$ cat config.mk
export PLATFORM = sky130hd
export DESIGN_NAME = rob_dispatch_alloc
export DESIGN_NICKNAME = d
export VERILOG_FILES = /design/src/rtl/rob_dispatch_alloc.sv
export SDC_FILE = /design/constraint.sdc
export NUM_CORES = 1
export LEC_CHECK = 0
export BUFFER_PORTS_ARGS = -buffer_cell sky130_fd_sc_hd__buf_2
export CAP_MARGIN = 20
export CORE_MARGIN = 2
export CORE_UTILIZATION = 50
export CTS_BUF_LIST = sky130_fd_sc_hd__clkbuf_8
export CTS_CLUSTER_DIAMETER = 50
export CTS_CLUSTER_SIZE = 25
export DETAILED_ROUTE_END_ITERATION = 8
export GPL_ROUTABILITY_DRIVEN = 0
export GPL_TIMING_DRIVEN = 0
export PLACE_DENSITY = 0.82
export SLEW_MARGIN = 0
export SYNTH_ARGS = -nofsm -noshare
export SYNTH_HDL_FRONTEND = slang
export SYNTH_SLANG_ARGS = --single-unit
$ cat constraint.sdc
create_clock -name clk_i -period 3.77 [get_ports clk_i]
set_clock_uncertainty 0.2 [all_clocks]
set_input_delay 0.377 -clock clk_i [delete_from_list [all_inputs] [get_ports clk_i]]
set_output_delay 0.377 -clock clk_i [all_outputs]
set_load 0.02 [all_outputs]
$ cat src/rtl/rob_dispatch_alloc.sv
// rob_dispatch_alloc: dispatch-side allocator for the single-issue reorder buffer.
// Takes one decoded instruction per cycle over valid/ready and hands it the next ROB entry.
// The dispatch is registered and sent one cycle later on the dp1 interface.
// It tracks ROB occupancy from the per-cycle commit strobe and back-pressures decode when the ROB is full.
//
// Ports:
//   clk_i, reset_ni                  clock (rising edge), async active-low reset
//   dec_valid_i / dec_ready_o        decode handshake
//   dec_pc_i, dec_dstvalid_i, dec_dst_i   decode payload
//   stall_i                          downstream cannot take a dispatch
//   comnum_i                         ROB committed one entry this cycle
//   dp1_o, dp1_addr_o, pc_dp1_o, dstvalid_dp1_o, dst_dp1_o   registered dispatch to ROB
//   occ_o, full_o, empty_o           occupancy and derived flags
//   underflow_o                      sticky: commit seen while empty
module rob_dispatch_alloc #(
    parameter int ROB_SEL = 6,
    parameter int ROB_NUM = 64,
    parameter int PC_LEN  = 32,
    parameter int REG_SEL = 5
) (
    input  logic               clk_i,
    input  logic               reset_ni,
    input  logic               dec_valid_i,
    output logic               dec_ready_o,
    input  logic [PC_LEN-1:0]  dec_pc_i,
    input  logic               dec_dstvalid_i,
    input  logic [REG_SEL-1:0] dec_dst_i,
    input  logic               stall_i,
    input  logic               comnum_i,
    output logic               dp1_o,
    output logic [ROB_SEL-1:0] dp1_addr_o,
    output logic [PC_LEN-1:0]  pc_dp1_o,
    output logic               dstvalid_dp1_o,
    output logic [REG_SEL-1:0] dst_dp1_o,
    output logic [ROB_SEL-1:0] occ_o,
    output logic               full_o,
    output logic               empty_o,
    output logic               underflow_o
);

    // Entry 0 is reserved, so the last usable entry doubles as the capacity.
    localparam logic [ROB_SEL-1:0] LAST = ROB_SEL'(ROB_NUM - 1);
    localparam logic [ROB_SEL-1:0] ONE  = ROB_SEL'(1);

    logic [ROB_SEL-1:0] alloc_ptr;
    logic [ROB_SEL-1:0] occ;
    logic               accept;
    logic               commit;

    assign full_o      = (occ == LAST);
    assign empty_o     = (occ == '0);
    assign occ_o       = occ;
    // Ready depends only on registered occupancy and stall; a same-cycle
    // commit never opens a full ROB.
    assign dec_ready_o = !full_o && !stall_i;
    assign accept      = dec_valid_i && dec_ready_o;
    // A commit while empty is bogus: it is flagged but not counted.
    assign commit      = comnum_i && !empty_o;

    always_ff @(posedge clk_i or negedge reset_ni) begin
        if (!reset_ni) begin
            alloc_ptr      <= ONE;
            occ            <= '0;
            dp1_o          <= 1'b0;
            dp1_addr_o     <= '0;
            pc_dp1_o       <= '0;
            dstvalid_dp1_o <= 1'b0;
            dst_dp1_o      <= '0;
            underflow_o    <= 1'b0;
        end else begin
            dp1_o <= accept;
            if (accept) begin
                dp1_addr_o     <= alloc_ptr;
                pc_dp1_o       <= dec_pc_i;
                dstvalid_dp1_o <= dec_dstvalid_i;
                dst_dp1_o      <= dec_dst_i;
                // Wrap 63 -> 1 to stay in step with the ROB commit pointer.
                alloc_ptr      <= (alloc_ptr == LAST) ? ONE : alloc_ptr + ONE;
            end
            if (accept && !commit)
                occ <= occ + ONE;
            else if (!accept && commit)
                occ <= occ - ONE;
            if (comnum_i && empty_o)
                underflow_o <= 1'b1;
        end
    end

endmodule

* Word-level counts from Yosys, hierarchy flattened
Cells that the tools add are included.
Cells by class: reduce and logical (&&, ||, !) cells 13, multiplexer cells 3, equality and inequality tests 2, $add $sub $neg 3
Operators with widths (count):
- 6-bit two-way mux | 3
- 6-bit by 1-bit adder with 6-bit output (second input constant) | 2
- 6-bit equality test (second input constant) | 2
- 1-bit logical AND | 6
- 6-bit logical NOT | 1
- 6-bit by 1-bit subtractor with 6-bit output (second input constant) | 1
- 1-bit logical NOT | 5
- 2-bit nonzero test | 1
Storage, ports and cells: output and inout bits 55, word-level logic and storage cells 29, register bits 58

* Depth between registers and ports, before layout
Gate-level depths: netlist of run 1.
depth after elaboration 8, mapped depth 11

* Worst setup path after synthesis of run 1
OpenSTA, ideal clock, no wires.
path type flip-flop to flip-flop, from reg occ[2] (netlist: occ_o[2]), to reg occ[5] (netlist: occ_o[5]), cell stages (with the launch flop) 11, period minus slack after synthesis 3.467 ns, arrival time 3.137 ns, buffers on the path 0, library setup time 0.130 ns, path slack 0.303 ns, required time 3.440 ns, cells stage by stage dfrtp_1 -> or4_1 -> nor3_1 -> nand2b_1 -> ha_1 -> inv_1 -> ha_1 -> or4_1 -> o211ai_1 -> nor3b_1 -> xnor2_1
Between the ends: elaborated cells between the ends (all ways) 16
RTL lines:
- start: declaration | line 46 | logic [ROB_SEL-1:0] occ;
- start signal: assignment | line 81 | occ <= occ + ONE;
- start signal: assignment | line 83 | occ <= occ - ONE;
- 6-bit logical NOT * | line 51 | assign empty_o = (occ == '0);
- named net empty_o | line 37 | output logic empty_o,
- 1-bit logical NOT * | line 58 | assign commit = comnum_i && !empty_o;
- 1-bit logical AND * | line 58
- 1-bit logical NOT | line 80 | if (accept && !commit)
- 1-bit logical AND | line 80
- 6-bit two-way mux or 2-bit nonzero test (tied branches)
The timed path passes the listed nets; every way through them passes the cells marked *. The select of a mux whose other input is x is not followed. A chain may end at the register's enable or synchronous reset.

* Worst setup path after layout of run 1
from reg occ[0] (netlist: occ_o[0]), to reg occ[5] (netlist: occ_o[5])
Between the ends: longest elaborated chain between the ends 7, elaborated cells between the ends (all ways) 16
Ends and longest elaborated chain:
- 6-bit equality test * | line 50 | assign full_o = (occ == LAST);
- 1-bit logical NOT * | line 55 | assign dec_ready_o = !full_o && !stall_i;
- 1-bit logical AND * | line 55
- 1-bit logical AND * | line 56 | assign accept = dec_valid_i && dec_ready_o;
- named net accept | line 47 | logic accept;
- 1-bit logical NOT | line 82 | else if (!accept && commit)
- 1-bit logical AND | line 82
- 2-bit nonzero test (no source line)
Marked as above.

==> results of run 1 <==
==> registers in the layout (all words and copies together), names as in the netlist <==
register	cells
alloc_ptr	6
dp1_addr_o	6
dp1_o	1
dst_dp1_o	5
dstvalid_dp1_o	1
occ_o	6
pc_dp1_o	32
underflow_o	1
==> placed cells by master (no fill, tap or decap), types with 2 or more instances in the layout <==
cell type  netlist  layout
a21o_1           3       3
a21oi_1          4       4
buf_2            5     102
buf_4            2       2
clkbuf_1         4       4
clkbuf_8         0      12
clkinv_2         0       2
dfrtp_1         57      57
ha_1             6       6
inv_1            2       4
nand2_1        143     143
nand3_1          2       2
nand4_1          3       3
nor2_1           3       3
nor4_1           2       2
o21ai_0          7       7
o31ai_1          2       2
or4_1            2       2
xnor2_1          5       5
xor2_1           2       2
==> layer usage <==
layer | up-vias | track usage
li1 | 1077 | -
met1 | 990 | 0.258
met2 | 76 | 0.342
met3 | 7 | 0.0474
met4 | 0 | 0.0929
met5 | - | 0
==> per-stage QoR <==
step	cell area [um2]	util
final	3240	0.686
after global routing	3240	0.686
after CTS	3240	0.686
after detailed placement	3050	0.645
after global placement	3030	0.641
after floorplan	2460	-
==> power groups by stage <==
stage                     logic [mW]  clock network, mW  registers, mW
after global placement         0.683                  0          0.907
after detailed placement       0.706                  0          0.913
after CTS                      0.711              0.517          0.904
after global routing           0.790              0.553          0.928
after floorplan                0.322                  0           1.05
final                          0.705              0.506          0.905
==> kinds of logic after synthesis <==
family                   after synthesis
AO/OA/AOI/OAI                         21
multiplexers                           1
AND/OR/NAND/NOR                      160
buffers and inverters                 14
XOR/XNOR                               7
adder cells (fa/ha/maj)                7
flip-flops                            58
==> what timing repair did <==
action / CTS / global route
endpoints found under the setup margin: 0 / 0
hold endpoints to repair: 15 / 0
hold buffers: 1 / 0
setup buffers: 0 / 0
==> final cells by class <==
| type | count | area share |
|---|---|---|
| inverters | 3 | 0.00347 |
| well taps | 67 | 0.0259 |
| repair buffers | 99 | 0.159 |
| clock inverters | 4 | 0.00541 |
| multi-input cells | 196 | 0.290 |
| clock buffers | 12 | 0.0510 |
| plain buffers | 11 | 0.0170 |
| flip-flops and latches | 58 | 0.448 |
==> critical path, cell delays in order (launching register included) <==
cell and delay (ns):
dfrtp_1 0.49, nand2_1 0.12, o211ai_2 0.35, inv_2 0.10, clkbuf_1 0.26, ha_1 0.34
inv_1 0.17, ha_1 0.30, or4_1 0.48, o211ai_1 0.10, nor3b_1 0.09, xnor2_1 0.13
==> final timing paths <==
path	end	cells after the start	startpoint	slack [ns]
max	occ_o[5]	11	occ_o[0]	0.51
min in group asynchronous	pc_dp1_o[12]	2	reset_ni	0.32
max in group asynchronous	occ_o[4]	3	reset_ni	2.51
min	pc_dp1_o[7]	3	dec_pc_i[7]	0.04
max reg2reg	occ_o[5]	11	occ_o[0]	0.51
min reg2reg	pc_dp1_o[3]	2	pc_dp1_o[3]	0.27
==> flow_metrics.env, run 1 <==
export IMPL_vdd_drop_max_mv=0.378
export IMPL_power_per_cell_area_nw_per_um2=653
export IMPL_synth_compound_gate_area_share=0.0545
export IMPL_multi_input_area_um2=940
export IMPL_final_cells=450
export IMPL_vias_per_cell=4.78
export IMPL_core_rowCount=25
export IMPL_crit_fanout=11
export IMPL_ctsHtreeMaxLevel=3
export IMPL_p_seq_frac=0.428
export IMPL_finalPower_mw=2.12
export IMPL_cap_violations=0
export IMPL_core_um2=4720
export IMPL_period_needed_ns=3.26
export IMPL_post_place_ws_ns=0.467
export IMPL_fin_crit_sh=0.866
export IMPL_rsz0062_at_grt="false"
export IMPL_finalSetupViolations=0
export IMPL_cts_tree="done"
export IMPL_diodes=0
export IMPL_yosys_area_top_type="dfrtp_1"
export IMPL_tightest_slew_ns=0.496
export IMPL_hp_class="input pin to flip-flop"
export IMPL_fin_ws_ns=0.505
export IMPL_synth_avg_cell_area_um2=9.17
export IMPL_synth_distinct_cells=32
export IMPL_worstSetupStartpointType="flip-flop"
export IMPL_syn_nets=318
export IMPL_grt_pass1_vias=2016
export IMPL_grt_max_degree=43
export IMPL_post_cts_resized=0
export IMPL_dr_wl_met2_um=2490
export IMPL_postRouteAntennaNets=0
export IMPL_vias=2150
export IMPL_insertion_delay_ns=0.32
export IMPL_cts_root_buf="clkbuf_8"
export IMPL_clockBufferDepth=2
export IMPL_ys_ff_latch=58
export IMPL_synth_top_cell_area_share=0.580
export IMPL_ys_warn_count=0
export IMPL_m1WireLength_um=2410
export IMPL_synth_edf_count=0
export IMPL_crit_arrival_ns=3.26
export IMPL_seq_area_um2=1450
export IMPL_endpoint_kind="flip-flop"
export IMPL_yosysMostFrequentCell="nand2_1"
export IMPL_synth_top_family_by_area="simple AND/OR/NAND/NOR gates"
export IMPL_synthCells=268
export IMPL_synth_seq_area_share=0.591
export IMPL_area_growth_pct=31.8
export IMPL_required_ns=3.77
export IMPL_synth_simple_area_share=0.260
export IMPL_cts_buffers_inserted=9
export IMPL_synth_flop_cell="dfrtp_1"
export IMPL_finalHoldViolCount=0
export IMPL_antenna_found_initial=0
export IMPL_first_iter_violations=111
export IMPL_clkSinkCount=58
export IMPL_swShare=0.368
export IMPL_muxShareOfSynthArea=0.00458
export IMPL_grtUsageTotal=0.206
export IMPL_outcome="completed"
export IMPL_dr_pass1_iters=4
export IMPL_whs_ns=0.0442
export IMPL_wl_per_cell_um=11.8
export IMPL_die_area_um2=5490
export IMPL_start_util=0.521
export IMPL_relSlewSlack=0.670
export IMPL_hpwl_um=3930
export IMPL_power_internal_mw=1.34
export IMPL_synthArstFlopShare=1.00
export IMPL_grt_pass1_wl_um=8690
export IMPL_mappedNetlistArea_um2=2460
export IMPL_post_route_drc_count=0
export IMPL_power_switching_mw=0.779
export IMPL_numPortBuffers=97
export IMPL_synth_xor_area_frac=0.0249
export IMPL_synthTopCellsByArea="dfrtp_1 (58%), nand2_1 (22%), ha_1 (3.1%)"
export IMPL_max_freq_mhz=306
export IMPL_drv_slew=0
export IMPL_die_x_um=74.1
export IMPL_drive_gt1_frac=0.321
export IMPL_ys_top_cells_by_count="nand2_1 (143), dfrtp_1 (57), o21ai_0 (7), ha_1 (6)"
export IMPL_wl_met3_um=350
export IMPL_grt_remaining_overflow=0
export IMPL_tns_ns=0
export IMPL_wirelength_um=5330
export IMPL_power_frac_comb=0.333
export IMPL_placedCellCount=433
export IMPL_clkPwrFrac=0.239
export IMPL_p_leak_nw=1.83
export IMPL_top_layer="met4"
export IMPL_fill_cells=398
export IMPL_io_pins=98
export IMPL_worst_setup_path_type="flip-flop to flip-flop"
export IMPL_clk_pin_slew_ns=0.06
export IMPL_nNetsFinal=428
export IMPL_fp_dieH_um=74.1
export IMPL_synth_fa_ha_area_frac=0.0387
(Power assumes the default switching activity.)
==> run 2, diff against run 1 <==
- CORE_UTILIZATION: 50 -> 38
- HOLD_SLACK_MARGIN: not set -> 0.06
- PLACE_DENSITY: 0.82 -> 0.65
==> run 2 against run 1 <==
Global-route usage down 3.3 points; critical path depth is the same; largest power group unchanged; cell count is 10% higher; via count is 7.5% higher; cell area rose by 12%; highest routed layer unchanged; critical endpoint unchanged; combinational power is 3.5% higher; first-iteration DRC count decreased by 23%.
==> flow_metrics.env, run 2 (synthesized netlist as in run 1, its figures left out) <==
export IMPL_hold_buffers=38
export IMPL_post_place_ws_ns=0.457
export IMPL_power_internal_mw=1.39
export IMPL_die_x_um=84.4
export IMPL_crit_arrival_ns=3.32
export IMPL_grt_max_degree=31
export IMPL_fp_dieH_um=84.4
export IMPL_ctsHtreeMaxLevel=3
export IMPL_clkSinkCount=58
export IMPL_clk_pin_slew_ns=0.06
export IMPL_drv_slew=0
export IMPL_worst_setup_path_type="flip-flop to flip-flop"
export IMPL_crit_buf_inv=3
export IMPL_fin_ws_ns=0.448
export IMPL_wirelength_um=5920
export IMPL_insertion_delay_ns=0.32
export IMPL_tightest_slew_ns=0.669
export IMPL_vias=2312
export IMPL_vdd_drop_max_mv=0.371
export IMPL_cts_tree="done"
export IMPL_power_switching_mw=0.786
export IMPL_required_ns=3.77
export IMPL_endpoint_kind="flip-flop"
export IMPL_rsz0062_at_grt="false"
export IMPL_vias_per_cell=4.66
export IMPL_swShare=0.361
export IMPL_drive_gt1_frac=0.291
export IMPL_clkPwrFrac=0.246
export IMPL_period_needed_ns=3.32
export IMPL_crit_top_cell="ha_1"
export IMPL_p_seq_frac=0.418
export IMPL_final_cell_mix="nand2_1 (143), buf_2 (102), dfrtp_1 (57), dlygate4sd3_1 (38), clkbuf_8 (10)"
export IMPL_p_leak_nw=1.99
export IMPL_cts_root_buf="clkbuf_8"
export IMPL_io_pins=98
export IMPL_postRouteAntennaNets=0
export IMPL_post_route_drc_count=0
export IMPL_slowest_stage="or4_1"
export IMPL_finalHoldViolCount=0
export IMPL_cap_violations=0
export IMPL_grtUsageTotal=0.173
export IMPL_relSlewSlack=0.554
export IMPL_nNetsFinal=465
export IMPL_largest_reg_flops=32
export IMPL_post_cts_resized=0
export IMPL_max_freq_mhz=301
export IMPL_tns_ns=0
export IMPL_regMostFlops="pc_dp1_o"
export IMPL_fin_util=0.574
export IMPL_cts_buffers_inserted=9
export IMPL_grt_remaining_overflow=0
export IMPL_worstSetupStartpointType="flip-flop"
export IMPL_max_stage_delay_ns=0.48
export IMPL_core_rowCount=29
export IMPL_final_common_cell="nand2_1"
export IMPL_die_area_um2=7130
export IMPL_clockBufferDepth=2
export IMPL_crit_family="buffers and inverters"
export IMPL_crit_fanout=11
export IMPL_outcome="completed"
export IMPL_power_per_cell_area_nw_per_um2=600
export IMPL_whs_ns=0.0756
export IMPL_grt_pass1_wl_um=9980
export IMPL_numPortBuffers=97
export IMPL_area_growth_pct=47.5
export IMPL_grt_pass1_vias=2235
export IMPL_dr_pass1_iters=4
export IMPL_cts_setup_buffers=0
export IMPL_hpwl_um=4000
export IMPL_first_iter_violations=86
export IMPL_crit_chain="nand2_1 -> o211ai_2 -> inv_2 -> clkbuf_1 -> ha_1 -> inv_1 -> ha_1 -> or4_1 -> o211ai_1 -> nor3b_1 -> xnor2_1"
export IMPL_hp_class="input pin to flip-flop"
export IMPL_antenna_found_initial=0
export IMPL_fin_crit_sh=0.881
export IMPL_power_frac_comb=0.336
export IMPL_diodes=0
export IMPL_start_util=0.389
export IMPL_wl_per_cell_um=11.9
export IMPL_core_um2=6310
export IMPL_finalSetupViolations=0
-- run 2: layout make-up --
type	instances	area (um2)
inverter	3	11.3
multi-input combinational	196	940
buffer	11	55.1
sequential	58	1450
clock buffer	10	138
fill	600	2690
timing repair buffer	136	886
tap	77	96.3
clock inverter	5	47.5
-- run 2: final timing paths --
check | endpoint | startpoint | depth (start not counted) | slack (ns)
max | occ_o[5] | occ_o[0] | 11 | 0.45
min | underflow_o | comnum_i | 2 | 0.08
max reg2reg | occ_o[5] | occ_o[0] | 11 | 0.45
min reg2reg | dp1_addr_o[1] | dp1_addr_o[1] | 2 | 0.27
max in group asynchronous | alloc_ptr[0] | reset_ni | 3 | 2.25
min in group asynchronous | pc_dp1_o[23] | reset_ni | 2 | 0.45
-- run 2: layer usage --
layer  GRT usage  share of wire  vias up
met5           0              0        -
li1            -              -     1153
met1       0.227           0.46     1064
met2       0.284           0.47       86
met4      0.0722         0.0090        0
met3      0.0305          0.061        9
-- run 2: stage by stage --
step / cells / cell area, um2 / total power, mW
2_1_floorplan: 268 / 2460 / 1.37
3_3_place_gp: 442 / 3040 / 1.60
3_5_place_dp: 443 / 3060 / 1.62
4_1_cts: 496 / 3630 / 2.20
5_1_grt: 496 / 3630 / 2.33
6_report: 496 / 3630 / 2.17
-- run 2: power groups by stage --
stage / Sequential (mW) / Clock (mW) / Combinational (mW)
finish: 0.909 / 0.535 / 0.730
global route: 0.932 / 0.593 / 0.809
CTS: 0.908 / 0.558 / 0.738
detailed placement: 0.916 / 0 / 0.704
global placement: 0.910 / 0 / 0.686
floorplan: 1.05 / 0 / 0.322
-- run 2: worst reg2reg max path: cells and delay by family (launching register included) --
| kind | cells | cell delay [ns] |
|---|---|---|
| buf+inv | 3 | 0.74 |
| simple gates | 3 | 0.70 |
| fa+ha+maj | 2 | 0.69 |
| flops | 1 | 0.47 |
| compound gates | 2 | 0.27 |
| xor+xnor | 1 | 0.13 |
==> run 3, diff against run 2 <==
--- a/config.mk
+++ b/config.mk
@@ -16,5 +16,4 @@
 export GPL_ROUTABILITY_DRIVEN = 0
 export GPL_TIMING_DRIVEN = 0
-export HOLD_SLACK_MARGIN = 0.06
 export PLACE_DENSITY = 0.65
 export SLEW_MARGIN = 0
==> constraint.sdc (replaced) <==
create_clock -name clk_i -period 3.77 [get_ports clk_i]
set_clock_uncertainty 0.2 [all_clocks]
set_input_delay 0.1885 -clock clk_i [delete_from_list [all_inputs] [get_ports clk_i]]
set_output_delay 0.1885 -clock clk_i [all_outputs]
set_load 0.02 [all_outputs]
==> run 3 against run 2 <==
Via count rose by 0.69%; hold slack improved by 0.13 ns; clock-buffer cell count did not move; global-route usage rose by 0.23 points; first-iteration DRC count fell by 4.7%; register-to-register slack barely moved; sequential share of layout area fell by 0.22 points; cell count rose by 0.40%; critical endpoint unchanged; largest power group unchanged.
==> flow_metrics.env, run 3 (synthesized netlist as in run 1, its figures left out) <==
export IMPL_cap_violations=0
export IMPL_vias=2328
export IMPL_cts_tree="done"
export IMPL_hpwl_um=4000
export IMPL_worst_setup_path_type="flip-flop to flip-flop"
export IMPL_wirelength_um=5990
export IMPL_fill_cells=595
export IMPL_grt_remaining_overflow=0
export IMPL_final_cell_mix="nand2_1 (143), buf_2 (102), dfrtp_1 (57), dlygate4sd3_1 (40), clkbuf_8 (10)"
export IMPL_die_area_um2=7130
export IMPL_post_route_drc_count=0
export IMPL_top_layer="met4"
export IMPL_crit_top_cell="ha_1"
export IMPL_vias_per_cell=4.67
export IMPL_p_leak_nw=1.99
export IMPL_finalPower_mw=2.18
export IMPL_drive_gt1_frac=0.290
export IMPL_core_um2=6310
export IMPL_crit_family="buffers and inverters"
export IMPL_post_place_ws_ns=0.457
export IMPL_crit_chain="nand2_1 -> o211ai_2 -> inv_2 -> clkbuf_1 -> ha_1 -> inv_1 -> ha_1 -> or4_1 -> o211ai_1 -> nor3b_1 -> xnor2_1"
export IMPL_insertion_delay_ns=0.32
export IMPL_core_rowCount=29
export IMPL_design_area_um2=3650
export IMPL_dr_pass1_iters=4
export IMPL_cts_root_buf="clkbuf_8"
export IMPL_hp_class="input pin to flip-flop"
export IMPL_finalSetupViolations=0
export IMPL_worstSetupStartpointType="flip-flop"
export IMPL_vdd_drop_max_mv=0.371
export IMPL_fin_ws_ns=0.453
export IMPL_drv_slew=0
export IMPL_grt_pass1_wl_um=10100
export IMPL_diodes=0
export IMPL_start_util=0.389
export IMPL_first_iter_violations=82
export IMPL_clk_pin_slew_ns=0.06
export IMPL_grt_max_degree=31
export IMPL_final_common_cell="nand2_1"
export IMPL_ctsHtreeMaxLevel=3
export IMPL_finalHoldViolCount=0
export IMPL_crit_fanout=11
export IMPL_wl_per_cell_um=12.0
export IMPL_required_ns=3.77
export IMPL_max_stage_delay_ns=0.48
export IMPL_m1WireLength_um=2770
export IMPL_grtUsageTotal=0.175
export IMPL_fin_util=0.577
export IMPL_placed_area_um2=3060
export IMPL_outcome="completed"
export IMPL_max_freq_mhz=301
export IMPL_fin_crit_sh=0.880
export IMPL_power_per_cell_area_nw_per_um2=597
export IMPL_regMostFlops="pc_dp1_o"
export IMPL_tns_ns=0
export IMPL_endpoint_kind="flip-flop"
export IMPL_postRouteAntennaNets=0
export IMPL_final_cells=498
export IMPL_area_growth_pct=48.3
export IMPL_multi_input_area_um2=940
export IMPL_largest_reg_flops=32
export IMPL_crit_arrival_ns=3.32
export IMPL_whs_ns=0.208
export IMPL_grt_pass1_vias=2251
export IMPL_dr_wl_met2_um=2820
export IMPL_antenna_found_initial=0
export IMPL_period_needed_ns=3.32
export IMPL_post_cts_resized=0
export IMPL_seq_area_um2=1450
export IMPL_nNetsFinal=467
export IMPL_placedCellCount=443
export IMPL_relSlewSlack=0.554
export IMPL_fp_dieH_um=84.4
export IMPL_rsz0062_at_grt="false"
export IMPL_numPortBuffers=97
export IMPL_cts_buffers_inserted=9
export IMPL_clockBufferDepth=2
export IMPL_wl_met3_um=338
export IMPL_slowest_stage="or4_1"
export IMPL_crit_buf_inv=3
export IMPL_io_pins=98
export IMPL_clkSinkCount=58
export IMPL_tightest_slew_ns=0.669
export IMPL_die_x_um=84.4
[run 3: changes by cell type in the layout (fill, tap and decap cells not counted)]
cell           delta
dlygate4sd3_1     +2
[run 3: per-layer routing]
metal,track usage,vias up
li1,-,1158
met1,0.227,1081
met2,0.293,78
met3,0.0305,11
met4,0.0693,0
met5,0,-
[run 3: cell type report]
type                       count  area share
timing repair buffer         138       0.248
clock buffer                  10      0.0377
inverter                       3     0.00309
clock inverter                 5      0.0130
multi-input combinational    196       0.258
tap                           77      0.0264
buffer                        11      0.0151
sequential                    58       0.398
[run 3: worst reg2reg max path, cell delays in order (launching register included)]
cell and delay [ns]:
dfrtp_1 0.47, nand2_1 0.13, o211ai_2 0.17, inv_2 0.13, clkbuf_1 0.45, ha_1 0.34, inv_1 0.15, ha_1 0.35
or4_1 0.48, o211ai_1 0.10, nor3b_1 0.09, xnor2_1 0.13
[run 3: path summary, 6_finish.rpt]
check,startpoint,end,slack (ns),cells past startpoint
setup / recovery,occ_o[0],occ_o[5],0.45,11
hold / removal,dec_valid_i,alloc_ptr[3],0.21,4
setup reg to reg,occ_o[0],occ_o[5],0.45,11
max in group asynchronous,reset_ni,alloc_ptr[0],2.46,3
hold reg to reg,dp1_addr_o[1],dp1_addr_o[1],0.27,2
min in group asynchronous,reset_ni,pc_dp1_o[23],0.24,2
[run 3: power breakdown]
group / internal, mW / total, mW / switching (mW)
clock network: 0.312 / 0.536 / 0.224
registers: 0.773 / 0.909 / 0.136
logic: 0.305 / 0.732 / 0.427
[run 3: what timing repair did]
action                                 CTS  global route
endpoints found under the hold margin   67             0
buffers inserted                         0             0
hold buffers                            40             0
